===== src/rtl/uart_pkg.sv =====
`default_nettype none
// ============================================================================
// Module      : uart_pkg
// Description : Shared types, constants and bit-timing helper for the
//               multi-byte UART receiver.
// Revision    : 1.0 - initial release
// ============================================================================
package uart_pkg;

    localparam int UART_DATA_BITS = 8;

    typedef enum logic [2:0] {
        IDLE   = 3'd0,
        START  = 3'd1,
        DATA   = 3'd2,
        PARITY = 3'd3,
        STOP   = 3'd4
    } rx_state_t;

    typedef enum logic [0:0] {
        WAIT_FIRST = 1'b0,
        COLLECT    = 1'b1
    } frame_state_t;

    // Rounded clocks per bit: round(1e9 / (period_ns * baud)).
    function automatic int clks_per_bit(input int sys_clk_period, input int baud_rate);
        longint denom;
        denom = longint'(sys_clk_period) * longint'(baud_rate);
        return int'((longint'(1_000_000_000) + denom / 2) / denom);
    endfunction

endpackage
`default_nettype wire


===== src/rtl/uart_rx_byte.sv =====
`default_nettype none
// ============================================================================
// Module      : uart_rx_byte
// Description : Single-byte UART receiver: input synchroniser, baud counter
//               and byte FSM. UART_RX_PARITY_EN adds an even-parity bit.
// Revision    : 1.0 - initial release
// ============================================================================
module uart_rx_byte
    import uart_pkg::*;
#(
    parameter int SYS_CLK_PERIOD = 20,
    parameter int BAUD_RATE      = 1152000
) (
    input  logic       CLK_I,
    input  logic       RST_I,
    input  logic       SDATA_I,
    output logic [7:0] byte_o,
    output logic       byte_valid_o,
    output logic       frame_err_o,
    output logic       idle_o
);

    localparam int c_clks_per_bit = clks_per_bit(SYS_CLK_PERIOD, BAUD_RATE);
    localparam int c_baud_w       = (c_clks_per_bit > 1) ? $clog2(c_clks_per_bit) : 1;
    localparam logic [c_baud_w-1:0] c_half_last = c_baud_w'(c_clks_per_bit / 2 - 1);
    localparam logic [c_baud_w-1:0] c_bit_last  = c_baud_w'(c_clks_per_bit - 1);
    localparam logic [2:0] c_last_data_bit      = 3'(UART_DATA_BITS - 1);

    logic                      r_sync1;
    logic                      r_rxd;
    logic                      r_rxd_prev;
    logic [1:0]                r_sync_fill;
    rx_state_t                 r_state;
    logic [c_baud_w-1:0]       r_baud_cnt;
    logic [2:0]                r_bit_cnt;
    logic [UART_DATA_BITS-1:0] r_shift;
    logic                      r_valid;
    logic                      r_ferr;
    logic                      w_bit_end;

    assign w_bit_end = (r_baud_cnt == c_bit_last);

    always_ff @(posedge CLK_I or posedge RST_I) begin
        if (RST_I) begin
            r_sync1     <= 1'b1;
            r_rxd       <= 1'b1;
            r_rxd_prev  <= 1'b0;
            r_sync_fill <= 2'b00;
            r_state     <= IDLE;
            r_baud_cnt  <= '0;
            r_bit_cnt   <= '0;
            r_shift     <= '0;
            r_valid     <= 1'b0;
            r_ferr      <= 1'b0;
        end else begin
            r_sync1     <= SDATA_I;
            r_rxd       <= r_sync1;
            r_sync_fill <= {r_sync_fill[0], 1'b1};
            // The reset value of the synchroniser is not a real line sample,
            // so a line held low across reset must rise before it can fall.
            r_rxd_prev  <= r_rxd & r_sync_fill[1];
            r_valid     <= 1'b0;
            r_ferr      <= 1'b0;

            case (r_state)
                IDLE: begin
                    if (r_rxd_prev && !r_rxd) begin
                        r_state    <= START;
                        r_baud_cnt <= '0;
                    end
                end
                START: begin
                    if (r_baud_cnt == c_half_last) begin
                        r_baud_cnt <= '0;
                        r_bit_cnt  <= '0;
                        r_state    <= r_rxd ? IDLE : DATA;
                    end else begin
                        r_baud_cnt <= r_baud_cnt + 1'b1;
                    end
                end
                DATA: begin
                    if (w_bit_end) begin
                        r_baud_cnt <= '0;
                        r_shift    <= {r_rxd, r_shift[UART_DATA_BITS-1:1]};
                        r_bit_cnt  <= r_bit_cnt + 1'b1;
                        if (r_bit_cnt == c_last_data_bit) begin
`ifdef UART_RX_PARITY_EN
                            r_state <= PARITY;
`else
                            r_state <= STOP;
`endif
                        end
                    end else begin
                        r_baud_cnt <= r_baud_cnt + 1'b1;
                    end
                end
`ifdef UART_RX_PARITY_EN
                PARITY: begin
                    if (w_bit_end) begin
                        r_baud_cnt <= '0;
                        if (r_rxd != ^r_shift) begin
                            r_ferr  <= 1'b1;
                            r_state <= IDLE;
                        end else begin
                            r_state <= STOP;
                        end
                    end else begin
                        r_baud_cnt <= r_baud_cnt + 1'b1;
                    end
                end
`endif
                STOP: begin
                    if (w_bit_end) begin
                        r_baud_cnt <= '0;
                        r_valid    <= r_rxd;
                        r_ferr     <= !r_rxd;
                        r_state    <= IDLE;
                    end else begin
                        r_baud_cnt <= r_baud_cnt + 1'b1;
                    end
                end
                default: r_state <= IDLE;
            endcase
        end
    end

    assign byte_o       = r_shift;
    assign byte_valid_o = r_valid;
    assign frame_err_o  = r_ferr;
    assign idle_o       = (r_state == IDLE);

endmodule
`default_nettype wire


===== src/rtl/uart_rx_wrapper.sv =====
`default_nettype none
// ============================================================================
// Module      : uart_rx_wrapper
// Description : Multi-byte UART receiver; assembles BYTE_NUM bytes into one
//               word with inter-byte timeout. Option: UART_RX_PARITY_EN.
// Revision    : 1.0 - initial release
// ============================================================================
module uart_rx_wrapper
    import uart_pkg::*;
#(
    parameter int SYS_CLK_PERIOD  = 20,
    parameter int BAUD_RATE       = 1152000,
    parameter int BYTE_NUM        = 8,
    parameter int TIMEOUT_BIT_NUM = 20
) (
    input  logic                  CLK_I,
    input  logic                  RST_I,
    input  logic                  SDATA_I,
    output logic [BYTE_NUM*8-1:0] DATA_O,
    output logic                  DONE_O,
    output logic                  ERR_O,
    output logic                  BUSY_O
);

    localparam int c_clks_per_bit = clks_per_bit(SYS_CLK_PERIOD, BAUD_RATE);
    localparam int c_frame_w      = BYTE_NUM * UART_DATA_BITS;
    localparam int c_timeout_clks = TIMEOUT_BIT_NUM * c_clks_per_bit;
    localparam int c_gap_w        = $clog2(c_timeout_clks + 1);
    localparam int c_cnt_w        = $clog2(BYTE_NUM + 1);
    localparam logic [c_gap_w-1:0] c_gap_last = c_gap_w'(c_timeout_clks - 1);
    localparam logic [c_cnt_w-1:0] c_cnt_last = c_cnt_w'(BYTE_NUM - 1);

    logic [UART_DATA_BITS-1:0] w_byte;
    logic                      w_valid;
    logic                      w_ferr;
    logic                      w_idle;
    logic                      w_timeout;
    logic [c_frame_w-1:0]      w_shadow_next;

    frame_state_t              r_state;
    logic [c_cnt_w-1:0]        r_byte_cnt;
    logic [c_gap_w-1:0]        r_gap;
    logic [c_frame_w-1:0]      r_data;
    logic                      r_done;
    logic                      r_err;
    logic                      r_busy;

    uart_rx_byte #(
        .SYS_CLK_PERIOD (SYS_CLK_PERIOD),
        .BAUD_RATE      (BAUD_RATE)
    ) u_byte (
        .CLK_I        (CLK_I),
        .RST_I        (RST_I),
        .SDATA_I      (SDATA_I),
        .byte_o       (w_byte),
        .byte_valid_o (w_valid),
        .frame_err_o  (w_ferr),
        .idle_o       (w_idle)
    );

    assign w_timeout = (r_state == COLLECT) && w_idle && (r_gap == c_gap_last);

    // Bytes enter from the LS side so the first byte lands in the MS byte.
    generate
        if (BYTE_NUM == 1) begin : g_single
            assign w_shadow_next = w_byte;
        end else begin : g_multi
            logic [c_frame_w-UART_DATA_BITS-1:0] r_shadow;

            always_ff @(posedge CLK_I or posedge RST_I) begin
                if (RST_I) begin
                    r_shadow <= '0;
                end else if (w_ferr) begin
                    r_shadow <= '0;
                end else if (w_valid) begin
                    r_shadow <= w_shadow_next[c_frame_w-UART_DATA_BITS-1:0];
                end else if (w_timeout) begin
                    r_shadow <= '0;
                end
            end

            assign w_shadow_next = {r_shadow, w_byte};
        end
    endgenerate

    always_ff @(posedge CLK_I or posedge RST_I) begin
        if (RST_I) begin
            r_state    <= WAIT_FIRST;
            r_byte_cnt <= '0;
            r_gap      <= '0;
            r_data     <= '0;
            r_done     <= 1'b0;
            r_err      <= 1'b0;
            r_busy     <= 1'b0;
        end else begin
            r_done <= 1'b0;
            r_err  <= 1'b0;
            if (w_ferr) begin
                r_err      <= 1'b1;
                r_byte_cnt <= '0;
                r_gap      <= '0;
                r_busy     <= 1'b0;
                r_state    <= WAIT_FIRST;
            end else if (w_valid) begin
                r_gap <= '0;
                if (r_byte_cnt == c_cnt_last) begin
                    r_data     <= w_shadow_next;
                    r_done     <= 1'b1;
                    r_byte_cnt <= '0;
                    r_busy     <= 1'b0;
                    r_state    <= WAIT_FIRST;
                end else begin
                    r_byte_cnt <= r_byte_cnt + 1'b1;
                    r_busy     <= 1'b1;
                    r_state    <= COLLECT;
                end
            end else if (r_state == COLLECT) begin
                if (w_timeout) begin
                    r_err      <= 1'b1;
                    r_byte_cnt <= '0;
                    r_gap      <= '0;
                    r_busy     <= 1'b0;
                    r_state    <= WAIT_FIRST;
                end else if (!w_idle) begin
                    r_gap <= '0;
                end else begin
                    r_gap <= r_gap + 1'b1;
                end
            end else begin
                r_busy <= !w_idle;
            end
        end
    end

    assign DATA_O = r_data;
    assign DONE_O = r_done;
    assign ERR_O  = r_err;
    assign BUSY_O = r_busy;

endmodule
`default_nettype wire

===== config.mk =====
export PLATFORM = sky130hd
export DESIGN_NAME = uart_rx_wrapper
export DESIGN_NICKNAME = d
export VERILOG_FILES = /design/src/rtl/uart_pkg.sv /design/src/rtl/uart_rx_byte.sv /design/src/rtl/uart_rx_wrapper.sv
export SDC_FILE = /design/constraint.sdc
export NUM_CORES = 1
export LEC_CHECK = 0
export BUFFER_PORTS_ARGS = -buffer_cell sky130_fd_sc_hd__buf_4
export CORE_MARGIN = 1
export CORE_UTILIZATION = 58
export CTS_CLUSTER_SIZE = 14
export DETAILED_ROUTE_END_ITERATION = 16
export MAX_ROUTING_LAYER = met4
export PLACE_DENSITY_LB_ADDON = 0.3
export SYNTH_ARGS = -nofsm -noshare
export SYNTH_HDL_FRONTEND = slang
export SYNTH_SLANG_ARGS = --single-unit

===== constraint.sdc =====
create_clock -name CLK_I -period 6.5 [get_ports CLK_I]
set_clock_uncertainty 0.2 [all_clocks]
set_input_delay 0.975 -clock CLK_I [delete_from_list [all_inputs] [get_ports CLK_I]]
set_output_delay 0.975 -clock CLK_I [all_outputs]
set_load 0.1 [all_outputs]

==> impl_table.tex, run 1 <==
\begin{tabular}{lr}
\hline
Metric & Value \\
\hline
\multicolumn{2}{l}{\textbf{Layout}} \\
\quad Area growth from synthesis to layout & 17.6\% \\
\quad Inserted Diodes & 0 \\
\quad Nets & 543 \\
\quad Share of final-layout standard cells stronger than drive strength 1 & 0.247 \\
\quad Non-filler instance count after layout & 686 \\
\quad Final std cell area, no fill & 7790 um2 \\
\multicolumn{2}{l}{\textbf{Global routing}} \\
\quad Global-route wire length before repair & 20200 um \\
\quad Global-route layer with the greatest usage & met2 \\
\quad Number of antenna violations at the first check in global routing & 0 \\
\quad Total global-route track usage & 0.235 \\
\quad Vias in the first global route & 3928 \\
\quad Maximum number of pins on one net before global-route repair & 116 \\
\quad Global Route met1 Usage & 0.304 \\
\quad Gr ovfl total & 0 \\
\quad Grt met2 use & 0.360 \\
\quad Met3 track demand over resource & 0.0538 \\
\multicolumn{2}{l}{\textbf{STA}} \\
\quad Total of endpoints with negative setup slack in the final report & 0 \\
\quad Final worst hold slack & 160 ps \\
\quad Minimum clock period after layout & 2650 ps \\
\quad Final number of hold-violating endpoints & 0 \\
\quad Final slew viol count & 0 \\
\quad RSZ-0062 raised after global routing & no \\
\quad Worst Tran Pin Value & 976 ps \\
\quad Peak clock frequency supported by timing & 0.378 GHz \\
\quad Crit share post-route & 0.407 \\
\quad Slew Limit Headroom & 0.349 \\
\quad Aggregate negative setup slack & 0 ps \\
\multicolumn{2}{l}{\textbf{Pwr}} \\
\quad IR drop worst, VDD & 0.179 mV \\
\quad Reported leakage power & 4.01 nW \\
\quad Cell Pwr Density & 293 nW/um2 \\
\multicolumn{2}{l}{\textbf{Worst hold path}} \\
\quad Worst hold path type & reg -> reg \\
\multicolumn{2}{l}{\textbf{Place}} \\
\quad Post-DP HPWL & 7460 um \\
\quad I/O Buffers & 69 \\
\quad Weighted congestion at the end of routability-driven global placement & 0.787 \\
\quad \# placed instances & 654 \\
\quad DP Area & 7190 um2 \\
\multicolumn{2}{l}{\textbf{Detailed routing}} \\
\quad Total via count in the routed design & 3986 \\
\quad Routed Wire Length & 12100 um \\
\quad Final routed DRC violation total & 0 \\
\quad Routed length per placed instance & 17.7 um \\
\quad Starting DRC count in detailed routing & 212 \\
\quad Post-route ant nets & 0 \\
\quad Vias per inst & 5.81 \\
\quad First-pass DRT Iterations & 7 \\
\multicolumn{2}{l}{\textbf{Synth}} \\
\quad Post-synthesis average cell area & 14.2 um2 \\
\quad Number of cells produced by synthesis & 466 \\
\quad Sequential fraction of the synthesis area & 0.624 \\
\quad Synth unique cells & 54 \\
\quad Combined area of all synthesized cells & 6630 um2 \\
\quad Count of synthesis-stage warnings from yosys & 0 \\
\quad Share of synthesized registers carrying an async set or reset & 1.00 \\
\quad Post-Syn Nets & 476 \\
\quad \#FFs+latches synth & 165 \\
\quad Number of enable-type register cells in the synthesized netlist & 0 \\
\quad Most frequently used flop master after synthesis & sky130\_fd\_sc\_hd\_\_dfrtp\_1 \\
\multicolumn{2}{l}{\textbf{Worst setup path}} \\
\quad Arrival time reported for the critical path endpoint & 2750 ps \\
\quad Critical Path Start Type & register \\
\quad Max FO, Critical Path & 46 \\
\quad Cells along the critical path & ha\_1, nand3b\_1, nor2\_4, buf\_4, mux2\_2 \\
\quad Biggest cell delay along the critical path & 620 ps \\
\quad Delay-heaviest family, CP & simple AND/OR/NAND/NOR gates \\
\quad Worst path bufs/invs & 1 \\
\quad Slowest-stage cell, CP & sky130\_fd\_sc\_hd\_\_buf\_4 \\
\quad Crit end category & register \\
\quad Endpoint required time on the critical path & 6600 ps \\
\quad Kind of critical path & reg -> reg \\
\multicolumn{2}{l}{\textbf{Clocking}} \\
\quad Post-CTS Hold Fix Bufs & 0 \\
\quad Clock edge transition at the registers on the reported setup and hold paths & 60 ps \\
\quad Sink Count & 165 \\
\quad Total number of H-tree levels & 4 \\
\quad Count of instances resized after the clock tree is built & 0 \\
\quad Later-pin clock latency in the skew report & 420 ps \\
\quad Cell chosen for the clock root & sky130\_fd\_sc\_hd\_\_clkbuf\_16 \\
\quad Number of setup buffers added after CTS & 0 \\
\quad Clock tree from TritonCTS & done \\
\quad Number of CTS-inserted buffers & 17 \\
\quad Max Root-Sink Buffers & 2 \\
\multicolumn{2}{l}{\textbf{Floorplanning}} \\
\quad Number of top-level pins & 70 \\
\quad Width of the chip & 109 um \\
\quad Placeable core area & 11000 um2 \\
\quad Floorplan row count & 38 \\
\quad Die Footprint & 11900 um2 \\
\quad Starting utilization of the core area & 0.603 \\
\quad Die outline height & 109 um \\
\multicolumn{2}{l}{\textbf{Run}} \\
\quad Max-cap violations & 0 \\
\multicolumn{2}{l}{\textbf{Outcome}} \\
\quad Outcome & finished clean \\
\hline
\end{tabular}
## metal layers
metal / routed length (um) / share of wire
met5: 0 / 0
met4: 206 / 0.017
met3: 438 / 0.036
met2: 5920 / 0.49
met1: 5550 / 0.46
## per-stage QoR
stage	power, mW	utilization	setup slack, ps
after floorplan	1.26	-	867
after global placement	1.28	0.655	3800
after detailed placement	1.29	0.655	3760
after CTS	2.30	0.709	3850
after global routing	2.37	0.709	3700
final	2.28	0.709	3850
## flip-flops by register name (all words and copies together) (netlist names), 2 cells and up
signal,flops
u_byte.r_baud_cnt,6
DATA_O,64
u_byte.byte_o,8
g_multi.r_shadow,56
r_byte_cnt,4
u_byte.r_sync_fill,2
r_gap,10
u_byte.r_bit_cnt,3
u_byte.r_state,3
## report_power, final
group / switching (mW) / internal (mW)
sequential: 0.0393 / 1.05
combinational: 0.113 / 0.0676
clock: 0.398 / 0.617
total: 0.550 / 1.73
## cell type report
class	instances	area (um2)
Timing Repair Buffer	73	548
Sequential cell	165	4130
Clock inverter	11	148
Fill cell	735	3190
Multi-Input combinational cell	270	2310
Tap cell	140	175
Inverter	6	27.5
Clock buffer	21	450
## path summary, 6_finish.rpt
check	to	cells after the start	slack [ps]	from
max in group asynchronous	u_byte.r_rxd_prev	3	4280	RST_I
min in group asynchronous	DATA_O[36]	2	600	RST_I
min	u_byte.r_rxd	0	160	u_byte.r_sync1
max	DATA_O[55]	5	3850	r_byte_cnt[0]
max reg2reg	DATA_O[55]	5	3850	r_byte_cnt[0]
min reg2reg	u_byte.r_rxd	0	160	u_byte.r_sync1
## worst register-to-register path, stage by stage, from the launching register on
cell and delay [ps]:
sky130_fd_sc_hd__dfrtp_1 390, sky130_fd_sc_hd__ha_1 220, sky130_fd_sc_hd__nand3b_1 160, sky130_fd_sc_hd__nor2_4 490, sky130_fd_sc_hd__buf_4 630, sky130_fd_sc_hd__mux2_2 440
## Yosys cell counts (all sizes together), types with 2 or more instances
cell,n,area [um2]
dfrtp,163,4080
mux2,73,822
a22o,59,517
nand2,20,75.1
buf,19,153
nor2,17,88.8
nand3,14,70.1
ha,7,87.6
o21ai,7,35.0
clkbuf,6,22.5
inv,6,22.5
nor3,6,35.0
or3,6,42.5
xor2,5,43.8
a21oi,4,23.8
and2,4,25.0
nor2b,4,25.0
and3,3,18.8
nand4,3,18.8
nor3b,3,27.5
o211ai,3,22.5
o22ai,3,18.8
or2,3,18.8
xnor2,3,26.3
a21o,2,15.0
and4,2,17.5
dfstp,2,52.6
nand2b,2,12.5
nand3b,2,15.0
## logic make-up after synthesis
family,after synthesis,share of synthesized area
adders and majority gates,7,0.0132
DFF,165,0.624
muxes,74,0.126
buffers and inverters,31,0.0298
AOI/OAI and AO/OA,89,0.117
and+or+nand+nor,91,0.0801
xor gates and xnor gates,8,0.0106
other,1,0.000566
## placed cells by master (no fill, tap or decap), types with 4 or more instances in the layout
cell | synthesis | layout
sky130_fd_sc_hd__dfrtp_1 | 163 | 163
sky130_fd_sc_hd__buf_4 | 3 | 73
sky130_fd_sc_hd__mux2_1 | 62 | 62
sky130_fd_sc_hd__a22o_1 | 59 | 59
sky130_fd_sc_hd__nand2_1 | 20 | 20
sky130_fd_sc_hd__clkbuf_16 | 0 | 17
sky130_fd_sc_hd__nand3_1 | 14 | 14
sky130_fd_sc_hd__mux2_2 | 11 | 11
sky130_fd_sc_hd__nor2_1 | 9 | 8
sky130_fd_sc_hd__nor2_2 | 7 | 7
sky130_fd_sc_hd__ha_1 | 7 | 7
sky130_fd_sc_hd__nor3_1 | 5 | 5
sky130_fd_sc_hd__inv_1 | 6 | 5
sky130_fd_sc_hd__or3_1 | 5 | 5
sky130_fd_sc_hd__xor2_1 | 5 | 5
sky130_fd_sc_hd__and2_1 | 4 | 4
sky130_fd_sc_hd__o21ai_0 | 4 | 4
sky130_fd_sc_hd__inv_6 | 0 | 4
Note: power is estimated with default switching activity, not from simulation.
==> run 2, diff against run 1 <==
==> constraint.sdc (replaced) <==
create_clock -name CLK_I -period 2.5 [get_ports CLK_I]
set_clock_uncertainty 0.2 [all_clocks]
set_input_delay 0.375 -clock CLK_I [delete_from_list [all_inputs] [get_ports CLK_I]]
set_output_delay 0.375 -clock CLK_I [all_outputs]
set_load 0.1 [all_outputs]
==> run 2 against run 1 <==
  * Final cell count rose by 0.58%
  * Via count rose by 0.60%
  * Combinational power rose to 2.7 times the previous value
  * Sequential share of layout area is 0.59 points lower
  * Non-clock buffer count grew 4
  * Design area is 1.1% higher
  * Total power increased to 2.6 times the previous value
  * Critical path depth grew 1
  * Sequential power rose to 2.6 times the previous value
  * Routed wire length fell by 2.8%
  * Setup slack lost 3500 ps
  * First-iteration DRC count is 27% higher
  * Critical path type unchanged
==> impl_table.tex, run 2 (synthesis gave the netlist of run 1 again) <==
\begin{tabular}{lr}
\hline
Metric & Value \\
\hline
\multicolumn{2}{l}{\textbf{Global routing}} \\
\quad Vias in the first global route & 4013 (+2.2\%) \\
\quad Gr ovfl total & 0 (unchanged) \\
\quad Total global-route track usage & 0.233 (-0.00173) \\
\quad Number of antenna violations at the first check in global routing & 0 (unchanged) \\
\quad Maximum number of pins on one net before global-route repair & 104 (-10\%) \\
\quad Global-route wire length before repair & 20300 um (+0.55\%) \\
\multicolumn{2}{l}{\textbf{Clocking}} \\
\quad Number of CTS-inserted buffers & 17 (unchanged) \\
\quad Later-pin clock latency in the skew report & 420 ps (about the same) \\
\quad Clock tree from TritonCTS & done \\
\quad Cell chosen for the clock root & sky130\_fd\_sc\_hd\_\_clkbuf\_16 \\
\quad Count of instances resized after the clock tree is built & 0 (unchanged) \\
\quad Sink Count & 165 (unchanged) \\
\quad Total number of H-tree levels & 4 (unchanged) \\
\quad Max Root-Sink Buffers & 2 (unchanged) \\
\quad Clock edge transition at the registers on the reported setup and hold paths & 60 ps (about the same) \\
\multicolumn{2}{l}{\textbf{Detailed routing}} \\
\quad Routed Wire Length & 11800 um (-2.8\%) \\
\quad Final routed DRC violation total & 0 (unchanged) \\
\quad Vias per inst & 5.81 (about the same) \\
\quad Total via count in the routed design & 4010 (+0.60\%) \\
\quad Starting DRC count in detailed routing & 270 (+27\%) \\
\quad Post-route ant nets & 0 (unchanged) \\
\quad First-pass DRT Iterations & 4 (-3) \\
\quad Routed length per placed instance & 17.1 um (-3.3\%) \\
\multicolumn{2}{l}{\textbf{Layout}} \\
\quad Share of final-layout standard cells stronger than drive strength 1 & 0.255 (+0.00729) \\
\quad Largest register FFs & 64 (unchanged) \\
\quad Most frequent cells in the layout & sky130\_fd\_sc\_hd\_\_dfrtp\_1 (163), sky130\_fd\_sc\_hd\_\_buf\_4 (70), sky130\_fd\_sc\_hd\_\_mux2\_1 (62) \\
\quad Area growth from synthesis to layout & 18.9\% \\
\quad Nets & 547 (+0.74\%) \\
\quad Leading cell type in the layout, fill and taps excluded & sky130\_fd\_sc\_hd\_\_dfrtp\_1 \\
\quad Inserted Diodes & 0 (unchanged) \\
\multicolumn{2}{l}{\textbf{Worst setup path}} \\
\quad Flop-to-flop setup slack & 380 ps (-3470 ps) \\
\quad Reg2Reg Depth & 6 (+1) \\
\quad Reg2reg start & u\_byte.r\_baud\_cnt[0] \\
\quad Critical Path Start Type & register \\
\quad Endpoint required time on the critical path & 2660 ps (-3940 ps) \\
\quad Worst path bufs/invs & 1 (unchanged) \\
\quad CP endpoint & u\_byte.r\_baud\_cnt[1] \\
\quad Delay-heaviest family, CP & compound AO/OA/AOI/OAI gates \\
\quad Cells along the critical path & inv\_1, ha\_1, nor4bb\_2, a2111oi\_4, or2\_1, a22o\_1 \\
\quad Max FO, Critical Path & 10 (-78\%) \\
\quad Worst setup path startpoint & u\_byte.r\_baud\_cnt[0] \\
\quad Crit end category & register \\
\quad Slowest-stage cell, CP & sky130\_fd\_sc\_hd\_\_a2111oi\_4 \\
\quad Arrival time reported for the critical path endpoint & 2280 ps (-470 ps) \\
\quad Worst reg2reg endpoint & u\_byte.r\_baud\_cnt[1] \\
\quad Kind of critical path & reg -> reg \\
\quad Biggest cell delay along the critical path & 570 ps (-50 ps) \\
\quad Depth of the critical timing path with buffers and inverters included & 6 (+1) \\
\multicolumn{2}{l}{\textbf{STA}} \\
\quad Crit share post-route & 0.848 (+0.441) \\
\quad Slew Limit Headroom & 0.578 (+0.228) \\
\quad Setup slack of the critical path after layout & 380 ps (-3470 ps) \\
\quad Worst Tran Pin Value & 629 ps (-346 ps) \\
\quad Minimum clock period after layout & 2120 ps (-526 ps) \\
\quad Total of endpoints with negative setup slack in the final report & 0 (unchanged) \\
\quad Peak clock frequency supported by timing & 0.472 GHz (+25\%) \\
\quad Final number of hold-violating endpoints & 0 (unchanged) \\
\quad RSZ-0062 raised after global routing & no \\
\quad Final worst hold slack & 154 ps (-6.05 ps) \\
\quad Final slew viol count & 0 (unchanged) \\
\multicolumn{2}{l}{\textbf{Place}} \\
\quad Post-DP HPWL & 7500 um (+0.46\%) \\
\quad I/O Buffers & 69 (unchanged) \\
\quad Weighted congestion at the end of routability-driven global placement & 0.831 (+5.7\%) \\
\quad Post-place setup slack & 381 ps (-3380 ps) \\
\multicolumn{2}{l}{\textbf{Outcome}} \\
\quad Outcome & finished clean \\
\multicolumn{2}{l}{\textbf{Floorplanning}} \\
\quad Starting utilization of the core area & 0.603 (unchanged) \\
\quad Placeable core area & 11000 um2 (unchanged) \\
\quad Number of top-level pins & 70 (unchanged) \\
\quad Floorplan row count & 38 (unchanged) \\
\quad Width of the chip & 109 um (unchanged) \\
\quad Die Footprint & 11900 um2 (unchanged) \\
\quad Die outline height & 109 um (unchanged) \\
\multicolumn{2}{l}{\textbf{Worst hold path}} \\
\quad Worst hold path type & reg -> reg \\
\quad Cell depth of the worst hold path & 0 (unchanged) \\
\multicolumn{2}{l}{\textbf{Pwr}} \\
\quad Logic pwr share & 0.084 (+0.005) \\
\quad Internal cell power & 4.42 mW (+160\%) \\
\quad Reported leakage power & 4.03 nW (+0.49\%) \\
\quad Cell Pwr Density & 749 nW/um2 (+160\%) \\
\quad Fraction of power consumed by the clock network & 0.436 (-0.008) \\
\quad Overall Power & 5.90 mW (+160\%) \\
\quad IR drop worst, VDD & 0.459 mV (+160\%) \\
\quad Relative contribution of sequential cells to total power & 0.480 (+0.004) \\
\quad Net load switching power & 1.48 mW (+170\%) \\
\quad Switch share & 0.251 (+0.00946) \\
\multicolumn{2}{l}{\textbf{Run}} \\
\quad Max-cap violations & 0 (unchanged) \\
\hline
\end{tabular}
-- run 2: cell count changes in the layout (fill, tap and decap cells not counted) --
| cell | before | now |
|---|---|---|
| sky130_fd_sc_hd__dlygate4sd3_1 | 0 | 2 |
| sky130_fd_sc_hd__buf_12 | 0 | 5 |
| sky130_fd_sc_hd__inv_6 | 4 | 2 |
| sky130_fd_sc_hd__clkbuf_1 | 3 | 0 |
| sky130_fd_sc_hd__clkinvlp_4 | 1 | 6 |
| sky130_fd_sc_hd__buf_4 | 73 | 70 |
| sky130_fd_sc_hd__inv_8 | 0 | 1 |
| sky130_fd_sc_hd__bufinv_16 | 3 | 2 |
-- run 2: routing by layer --
| metal | track usage | wire length [um] |
|---|---|---|
| met2 | 0.355 | 5800 |
| met4 | 0.100 | 199 |
| met3 | 0.0496 | 455 |
| met1 | 0.304 | 5320 |
| met5 | - | 0 |
-- run 2: area by class of cell --
cell class	count	area (um2)
Timing Repair Buffer	77	646
Tap cell	140	175
Clock buffer	18	439
Multi-Input combinational cell	270	2310
Inverter	6	26.3
Clock inverter	14	150
Sequential cell	165	4130
Fill cell	684	3100
-- run 2: worst min-delay path by stage --
| stage | startpoint | endpoint | slack [ps] |
|---|---|---|---|
| 2_1_floorplan | u_byte.r_sync_fill[0] | u_byte.r_sync_fill[1] | 130 |
| 5_1_grt | u_byte.r_sync1 | u_byte.r_rxd | 160 |
| 6_report | u_byte.r_sync_fill[0] | u_byte.r_sync_fill[1] | 150 |
| 4_1_cts | u_byte.r_sync_fill[0] | u_byte.r_sync_fill[1] | 160 |
| 3_5_place_dp | u_byte.r_sync_fill[0] | u_byte.r_sync_fill[1] | 140 |
| 3_3_place_gp | u_byte.r_sync_fill[0] | u_byte.r_sync_fill[1] | 140 |
-- run 2: metrics by stage --
step	std cells	utilization	setup TNS, ps	cell area (um2)
detailed placement	656	0.662	0	7270
finish	690	0.717	0	7880
floorplan	466	-	-28060	6630
global placement	656	0.662	0	7270
CTS	690	0.717	0	7880
global route	690	0.717	0	7880
-- run 2: power groups by stage --
stage               Combinational [mW]  Clock, mW  Sequential (mW)
global route                     0.550       2.72             2.84
floorplan                        0.384          0             2.88
finish                           0.497       2.57             2.83
CTS                              0.502       2.61             2.83
detailed placement               0.495          0             2.88
global placement                 0.471          0             2.87
-- run 2: repair_timing --
action | in CTS | in global routing
hold endpoints to repair | 164 | 0
hold buffers | 2 | 0
setup buffers | 0 | 0
